$ cat src/rtl/uart_txrx_core.sv
// Byte-level 8N1 UART engine: one command at a time, either shifts a byte out on tx
// or captures one byte from rx. A single bit timer serves both FSMs since they never overlap.
module uart_txrx_core #(
  parameter int CLK_DIV = 434
) (
  input  logic        pclk,
  input  logic        prst,
  input  logic [15:0] cmd_in,
  input  logic        cmd_vld,
  output logic        cmd_rdy,
  output logic [7:0]  read_data,
  output logic        read_vld,
  output logic        frame_err,
  input  logic        rx,
  output logic        tx
);
  localparam logic [15:0] BIT_END  = 16'(CLK_DIV - 1);
  localparam logic [15:0] HALF_END = 16'(CLK_DIV / 2 - 1);

  localparam logic [1:0] TX_IDLE  = 2'd0;
  localparam logic [1:0] TX_START = 2'd1;
  localparam logic [1:0] TX_DATA  = 2'd2;
  localparam logic [1:0] TX_STOP  = 2'd3;

  localparam logic [2:0] RX_IDLE  = 3'd0;
  localparam logic [2:0] RX_WAIT  = 3'd1;
  localparam logic [2:0] RX_CHECK = 3'd2;
  localparam logic [2:0] RX_DATA  = 3'd3;
  localparam logic [2:0] RX_STOP  = 3'd4;

  logic [1:0]  tx_state;
  logic [2:0]  rx_state;
  logic [15:0] bit_tmr;
  logic [7:0]  tx_shreg, rx_shreg;
  logic [2:0]  tx_bit, rx_bit;
  logic        rx_s1, rx_s2, rx_s3;

  logic accept, tx_go, rx_go, bit_end, rx_det, chk_tick, tmr_clr;
  logic unused_cmd_bits;

  assign unused_cmd_bits = ^cmd_in[15:9];

  assign cmd_rdy  = (tx_state == TX_IDLE) && (rx_state == RX_IDLE);
  assign accept   = cmd_vld & cmd_rdy;
  assign tx_go    = accept & cmd_in[8];
  assign rx_go    = accept & ~cmd_in[8];
  assign bit_end  = (bit_tmr == BIT_END);
  assign rx_det   = (rx_state == RX_WAIT) && rx_s3 && !rx_s2;
  assign chk_tick = (rx_state == RX_CHECK) && (bit_tmr == HALF_END);

  // Timer restarts on every state (or bit) entry; held at zero while idle.
  assign tmr_clr = cmd_rdy
                 || ((tx_state != TX_IDLE) && bit_end)
                 || (((rx_state == RX_DATA) || (rx_state == RX_STOP)) && bit_end)
                 || chk_tick || rx_det;

  always_ff @(posedge pclk) begin
    if (prst || tmr_clr) bit_tmr <= '0;
    else                 bit_tmr <= bit_tmr + 16'd1;
  end

  always_ff @(posedge pclk) begin
    if (prst) {rx_s3, rx_s2, rx_s1} <= 3'b111;
    else      {rx_s3, rx_s2, rx_s1} <= {rx_s2, rx_s1, rx};
  end

  // tx is registered so the pin never glitches on state decode.
  always_ff @(posedge pclk) begin
    if (prst) begin
      tx_state <= TX_IDLE;
      tx_shreg <= '0;
      tx_bit   <= '0;
      tx       <= 1'b1;
    end else begin
      case (tx_state)
        TX_IDLE: if (tx_go) begin
          tx_state <= TX_START;
          tx_shreg <= cmd_in[7:0];
          tx_bit   <= '0;
          tx       <= 1'b0;
        end
        TX_START: if (bit_end) begin
          tx_state <= TX_DATA;
          tx       <= tx_shreg[0];
        end
        TX_DATA: if (bit_end) begin
          tx_shreg <= {1'b0, tx_shreg[7:1]};
          tx_bit   <= tx_bit + 3'd1;
          if (tx_bit == 3'd7) begin
            tx_state <= TX_STOP;
            tx       <= 1'b1;
          end else begin
            tx       <= tx_shreg[1];
          end
        end
        TX_STOP: if (bit_end) tx_state <= TX_IDLE;
        default: tx_state <= TX_IDLE;
      endcase
    end
  end

  always_ff @(posedge pclk) begin
    if (prst) begin
      rx_state  <= RX_IDLE;
      rx_shreg  <= '0;
      rx_bit    <= '0;
      read_data <= '0;
      read_vld  <= 1'b0;
      frame_err <= 1'b0;
    end else begin
      read_vld  <= 1'b0;
      frame_err <= 1'b0;
      case (rx_state)
        RX_IDLE:  if (rx_go) rx_state <= RX_WAIT;
        RX_WAIT:  if (rx_det) rx_state <= RX_CHECK;
        // Mid-start resample: a high line means the edge was a glitch.
        RX_CHECK: if (chk_tick) begin
          rx_state <= rx_s2 ? RX_WAIT : RX_DATA;
          rx_bit   <= '0;
        end
        RX_DATA: if (bit_end) begin
          rx_shreg <= {rx_s2, rx_shreg[7:1]};
          rx_bit   <= rx_bit + 3'd1;
          if (rx_bit == 3'd7) rx_state <= RX_STOP;
        end
        RX_STOP: if (bit_end) begin
          rx_state <= RX_IDLE;
          if (rx_s2) begin
            read_data <= rx_shreg;
            read_vld  <= 1'b1;
          end else begin
            frame_err <= 1'b1;
          end
        end
        default: rx_state <= RX_IDLE;
      endcase
    end
  end
endmodule

$ cat config.mk
export PLATFORM = sky130hd
export DESIGN_NAME = uart_txrx_core
export DESIGN_NICKNAME = d
export VERILOG_FILES = /design/src/rtl/uart_txrx_core.sv
export SDC_FILE = /design/constraint.sdc
export NUM_CORES = 1
export LEC_CHECK = 0
export ABC_AREA = 1
export ABC_CLOCK_PERIOD_IN_PS = 2000
export CAP_MARGIN = 20
export CORE_UTILIZATION = 45
export DETAILED_ROUTE_END_ITERATION = 8
export PLACE_DENSITY = 0.66
export REMOVE_ABC_BUFFERS = 1
export SLEW_MARGIN = 40
export SYNTH_ARGS = -nofsm -noshare
export SYNTH_HDL_FRONTEND = slang
export SYNTH_SLANG_ARGS = --single-unit
$ cat constraint.sdc
create_clock -name pclk -period 2 [get_ports pclk]
set_input_delay 0.3 -clock pclk [delete_from_list [all_inputs] [get_ports pclk]]
set_output_delay 0.3 -clock pclk [all_outputs]
set_load 0.02 [all_outputs]
== After elaboration in Yosys (flattened, before gate mapping) ==
Cells that the tools add are included.
Widths: inputs -> output; s select.
Operators by class
  add/subtract/negate cells: 3
  bitwise logic cells: 6
  reduce and logical (&&, ||, !) cells: 27
  mux-type cells: 30
  equal/unequal tests: 22
Operators by type and width (count)
  $mux 3: 10
  $ne 2x2->1 const B: 10
  $add 16x1->16 const B: 1
  $eq 16x8->1 const B: 1
  $eq 16x9->1 const B: 1
  $mux 8: 2
  $pmux 8 s2: 1
  $pmux 3 s5: 1
  $mux 2: 6
  $pmux 3 s2: 2
  $eq 3x3->1 const B: 3
  $reduce_and 3->1: 3
  $pmux 2 s4: 1
  $add 3x1->3 const B: 2
  $eq 3x2->1 const B: 2
  $logic_and 1x1->1: 6
  $logic_or 1x1->1: 6
  $mux 1: 6
  $reduce_and 6->1: 1
  $reduce_bool 2->1: 3
  $reduce_and 5->1: 1
  $eq 2x2->1 const B: 2
  $reduce_and 4->1: 1
  $and 1x1->1: 3
  other kinds (11): 13
Storage, ports and cells
  output and inout port bits: 12
  word-level logic and storage cells: 102
  register bits after elaboration: 57
  input port bits: 20

== Logic depth before layout (Yosys ltp) ==
Gate-level depths: netlist of the first run.
  depth in word-level cells: 7
  mapped depth: 11
  depth with buffers taken out: 11

== Least setup slack after synthesis of the first run ==
Ideal clock, no wire load.
  path type: flip-flop to flip-flop
  start point: register tx_state[0]
  end point: register tx_state[0]
  buffers on the path: 1
  required time: 1887 ps
  clock period less this slack: 1598 ps
  path slack: 402 ps
  setup time: 113 ps
  arrival time: 1486 ps
  stages on the path, launching flop included: 11
  cells stage by stage: dfxtp_1 -> inv_1 -> ha_1 -> nand4_1 -> o21ai_2 -> buf_4 -> nand2_1 -> nor2_2 -> nand2_1 -> nand2_1 -> nor2_1
On the way
  longest elaborated chain between the ends: 6
  elaborated cells on any way between the ends: 14
  classes of those cells: eq/ne: 8; mux: 1; bitwise: 2; reduce/logical: 3
RTL lines
  start, declared: line 31  | logic [1:0] tx_state;
  start signal, assigned: line 70  | tx_state <= TX_IDLE;
  start signal, assigned: line 77  | tx_state <= TX_START;
  start signal, assigned: line 83  | tx_state <= TX_DATA;
  $logic_not 2->1: line 43, 75
  $logic_and 1x1->1: line 43  | assign cmd_rdy = (tx_state == TX_IDLE) && (rx_state == RX_IDLE);
  $and 1x1->1: line 44  | assign accept = cmd_vld & cmd_rdy;
  $and 1x1->1: line 45  | assign tx_go = accept & cmd_in[8];
  $ne 2x2->1 (no line)
  $reduce_and 5->1 (no line)
Parallel ways exist; a longest one is shown, timed or not.
A chain may end at the register's enable or synchronous reset.

== Final worst setup path of the first run ==
  start point: register tx_state[0]
  end point: output cmd_rdy
On the way
  longest elaborated chain between the ends: 2
RTL lines
  $logic_not 2->1: line 43
  $logic_and 1x1->1: line 43
  end, declared: line 10  | output logic cmd_rdy,
Every way passes these cells.

==> results.toml, run 1 <==
[timing]
worstMarginPinSlew_ps = 307
setup-violations-final = 0
fin_setup_tns_ps = 0
maxSlewHeadroom_pct = 79.4
final_hold_viol_count = 0
slew_viol_final = 0
min_period_ps = 1820
fin_crit_sh_pct = 91.2
max_freq_mhz = 548
clock_skew_ps = 11.0
rsz0062_at_grt = "no"

[route]
drtIter0Drc = 97
finalWirelength_um = 5410
antenna_left = 0
first_pass_iters = 4
wl_per_cell_um = 10.9
vias = 2376
viasPerCell = 4.79
route.detailed.drc = 0

[run]
drv_cap = 0

[pwr]
p_total_w = 0.00369
leakagePower_nw = 1.42
peakVddDrop_v = 0.000694
cellPowerDensity_mw_per_mm2 = 1120

[setup_path]
start_kind = "flop"
path_delay_family = "buffers and inverters"
cpMostUsedCell = "inv_1"
timing.critical_path.cells = "inv_1 > ha_1 > nand2_1 > inv_1 > dlygate4sd2_1"
cp_data_required_time_ps = 1700
crit_path_end_kind = "output pin"
max_stage_delay_ps = 390
worst-path-buf-inv = 3
path_class = "reg2out"
slowest_stage = "dfxtp_1"
worstPathMaxFanout = 4
cp.arrival_ps = 1520

[clocking]
cts_tree = "built"
clkSinkCount = 57
htreeDepth = 3
ctsLongestPathBuffers = 2
clk_latency_ps = 340
cts_root_buf = "clkbuf_8"
clk_pin_slew_ps = 70
cts_made_buffers = 9
cts_post_setup_buffers_inserted = 0

[yosys]
synth_commonest_cells = "nand2_1, nor2_1, dfxtp_1"
postSynthAreaPerCell_um2 = 7.26
synth_edf_count = 0
yosysMostFrequentCell = "nand2_1"
synthXorXnorAreaFrac_pct = 2.83
syn_area_mm2 = 0.00278
ys_seq_elements = 57
synth_compound_area_share_pct = 9.81
synth_top_area_share_pct = 41.0
synth_area_leaders = "dfxtp_1, nand2_1, nor2_1"
synthAdderAreaFrac_pct = 5.40
synth_cell_types = 34
synth_top_family_by_area = "simple AND/OR/NAND/NOR gates"
synth_top_area_cell = "dfxtp_1"
syn_inst = 383
synthMuxAreaShare_pct = 0
ys.flop_type = "dfxtp_1"
ys_seq_area_share_pct = 41.0
postSynth.asyncResetShare_pct = 0
yosys.area_share.simple_pct = 33.2
yosysWarnings = 0

[global_route]
overflow = 0
grt_use_total_pct = 18.9
grt_max_degree = 18
grt_pass1_vias = 2148
antenna_found_initial = 0
grt_pass1_wl_um = 9290

[finish]
drive_above_1_share_pct = 13.1
syn2layout_area_growth_pct = 18.3
n_antenna_cell = 0
nFillCells = 571
fin_nets = 448
multiInputGateArea_mm2 = 0.00143
register_area_mm2 = 0.00114

[worst_hold_path]
hp-class = "reg2reg"

[placement]
place_hpwl_um = 3740
portBuffers = 24
routabilityCongestion = 0.812

[run_status]
status = "finished clean"

[floorplanning]
core_area_mm2 = 0.00596
design.die.area_mm2 = 0.00650
die-height_um = 80.6
ios = 32
rows = 28
dieWidth_um = 80.6
start_util_pct = 46.7
## logic make-up (layout without fill, tap and decap cells)
kind of cell	after synthesis	count (layout)
compound gates	47	47
buf+inv	51	89
flops	57	57
xor+xnor	9	9
simple gates	207	207
fa+ha+maj	12	12
## power breakdown
group | internal, W | leakage (nW) | switching (W)
Clock | 0.000481 | 0.0805 | 0.000486
Sequential | 0.00127 | 0.462 | 0.0000956
Combinational | 0.000489 | 0.874 | 0.000861
Total | 0.00224 | 1.42 | 0.00144
## through the flow
| step | instances | setup slack (ps) | area (um^2) | hold slack [ps] | utilization [%] |
|---|---|---|---|---|---|
| 2_1_floorplan | 374 | 143 | 2720 | 369 | - |
| 3_3_place_gp | 480 | 290 | 3110 | 392 | 52.2 |
| 3_5_place_dp | 480 | 264 | 3110 | 394 | 52.2 |
| 4_1_cts | 496 | 149 | 3290 | 410 | 55.3 |
| 5_1_grt | 496 | 44.7 | 3290 | 412 | 55.3 |
| 6_report | 496 | 176 | 3290 | 409 | 55.3 |
## sequential cells by signal, summed over array words and instances, names as in the netlist, 2 cells and up
register and cells:
tx_bit 3, rx_bit 3, tx_shreg 8, bit_tmr 16, rx_state 3, tx_state 2
rx_shreg 8, read_data 8
## cell type report
cell class	count	area share (%)
well taps	75	2.85
multi-input cells	275	43.3
clock inverters	6	1.33
inverters	42	4.79
clock buffers	10	4.18
repair buffers	31	8.86
flip-flops and latches	57	34.7
## worst reg2reg max path, cell delays in order, from the launching register on
cell     delay [ps]
dfxtp_1         350
inv_1           110
ha_1            200
buf_4           150
inv_1            70
o31ai_1         260
nand4_1         290
nor2_1          170
nor2_1           60
## routing by layer
metal  GRT usage (%)  vias to the layer above  share of wire, %
met5               0                        -                 0
met4            7.50                        0               1.4
met3            5.68                        9               4.5
met2            29.7                       35                42
met1            23.9                     1056                52
li1                -                     1276                 -
## worst paths after layout
kind | slack [ps] | depth (start not counted) | startpoint | end
setup / recovery | 180 | 5 | tx_state[0] | cmd_rdy
hold / removal | 410 | 1 | rx_s1 | rx_s2
setup reg to reg | 250 | 8 | tx_state[0] | rx_state[2]
hold reg to reg | 410 | 1 | rx_s1 | rx_s2
## layout by cell type (no fill, tap or decap), drive strengths merged
cell,n
xnor2,4
nand3b,1
inv,41
or2,4
buf,7
o211a,1
nand2,91
ha,12
clkinvlp,4
nor2,77
dfxtp,57
clkdlybuf4s50,23
xor2,5
clkinv,3
a21oi,23
o31ai,1
clkbuf,10
nor3,6
o21ai,19
nand3,24
dlygate4sd2,1
a211oi,3
nand4,4
## timing repair
item,CTS,global route
endpoints found under the setup margin,1,0
hold buffers,0,0
gates resized for setup,1,0
Note: power is estimated with default switching activity, not from simulation.
==> run 2, diff against run 1 <==
- SETUP_SLACK_MARGIN: default -> 0.1
==> results.toml, run 2 (synthesis results as in run 1) <==
[run_status]
status = "finished clean"

[timing]
fin_crit_sh_pct = 88.3
final_hold_viol_count = 0
max_freq_mhz = 566
clock_skew_ps = 11.0
maxSlewHeadroom_pct = 79.4
slew_viol_final = 0
rsz0062_at_grt = "no"
worstMarginPinSlew_ps = 307
min_period_ps = 1770
fin_setup_tns_ps = 0
setup-violations-final = 0

[route]
wl_per_cell_um = 10.9
route.detailed.drc = 0
finalWirelength_um = 5410
vias = 2376
viasPerCell = 4.79
drtIter0Drc = 97
first_pass_iters = 4
antenna_left = 0

[clocking]
cts_tree = "built"
cts_hold_buf = 0
cts_root_buf = "clkbuf_8"
cts_made_buffers = 9
clkSinkCount = 57
ctsLongestPathBuffers = 2
clk_latency_ps = 340
htreeDepth = 3
clk_pin_slew_ps = 80
cts_repair_resize_count = 1
cts_post_setup_buffers_inserted = 0

[setup_path]
path_class = "reg2out"
start_kind = "flop"
slowest_stage = "dfxtp_1"
worst-path-buf-inv = 3
path_delay_family = "buffers and inverters"
cp_data_required_time_ps = 1700
timing.critical_path.cells = "inv_1 > ha_1 > nand2_1 > inv_1 > clkdlybuf4s15_1"
cpMostUsedCell = "inv_1"
crit_path_end_kind = "output pin"
cp.arrival_ps = 1470
worstPathMaxFanout = 4
max_stage_delay_ps = 340

[global_route]
grt_pass1_vias = 2148
use_met2_pct = 29.7
grt_use_total_pct = 18.9
grtUsageMet1_pct = 23.9
antenna_found_initial = 0
grt_max_degree = 18
overflow = 0
grt_pass1_wl_um = 9290
grt-busiest-layer = "met2"
met3_usage_pct = 5.68

[finish]
syn2layout_area_growth_pct = 18.4
fin_nets = 448
regMostFlops = "bit_tmr"
final_common_cell = "nand2_1"
largest_reg_flops = 16
drive_above_1_share_pct = 13.3
final_cell_mix = "nand2_1, nor2_1, dfxtp_1"
nFillCells = 571
n_antenna_cell = 0

[pwr]
p_total_w = 0.00369
power_frac_seq_pct = 37.2
leakagePower_nw = 1.42
peakVddDrop_v = 0.000694
clkPwrFrac_pct = 26.2
sw_frac_of_total_pct = 39.1
p_int_w = 0.00225
combPwrFrac_pct = 36.7
cellPowerDensity_mw_per_mm2 = 1120
p_sw_w = 0.00144

[placement]
place_hpwl_um = 3740
portBuffers = 24
routabilityCongestion = 0.812

[floorplanning]
start_util_pct = 46.7
die-height_um = 80.6
core_area_mm2 = 0.00596
dieWidth_um = 80.6
ios = 32
rows = 28
design.die.area_mm2 = 0.00650

[run]
drv_cap = 0

[worst_hold_path]
hp-class = "reg2reg"
[run 2: cell count changes in the layout (fill, tap and decap cells not counted), sizes merged]
cell,before,now
clkdlybuf4s15,0,1
dlygate4sd2,1,0
[run 2: power by group through the flow]
stage	clock (W)	sequential [W]	combinational, W
floorplan	0	0.00138	0.000980
global placement	0	0.00139	0.00135
detailed placement	0	0.00139	0.00136
CTS	0.000999	0.00137	0.00136
global route	0.00104	0.00139	0.00155
finish	0.000967	0.00137	0.00135
[run 2: path summary, 6_finish.rpt]
path                from           to  slack, ps  cells past startpoint
min                rx_s1        rx_s2        410                      1
max          tx_state[1]      cmd_rdy        230                      5
min reg2reg        rx_s1        rx_s2        410                      1
max reg2reg  tx_state[1]  rx_state[2]        260                      8
[run 2: cell type report]
cell class / count / area (um^2) / share of cell area [%]
Clock buffer: 10 / 138 / 4.18
Inverter: 42 / 158 / 4.79
Tap cell: 75 / 93.8 / 2.85
Sequential cell: 57 / 1140 / 34.7
Multi-Input combinational cell: 275 / 1430 / 43.3
Clock inverter: 6 / 43.8 / 1.33
Timing Repair Buffer: 31 / 293 / 8.89
[run 2: per-stage QoR]
step	std cells	area (um^2)	hold WS [ps]	util, %	setup slack, ps
after floorplan	374	2720	369	-	143
after global placement	480	3110	392	52.2	290
after detailed placement	480	3110	394	52.2	264
after CTS	496	3290	410	55.3	149
after global routing	496	3290	412	55.3	105
final	496	3290	409	55.3	235
[run 2: metal layers]
metal	share of wire, %	routed length, um	up-vias
li1	-	-	1276
met1	52	2800	1056
met2	42	2300	35
met3	4.5	242	9
met4	1.4	74	0
met5	0	0	-
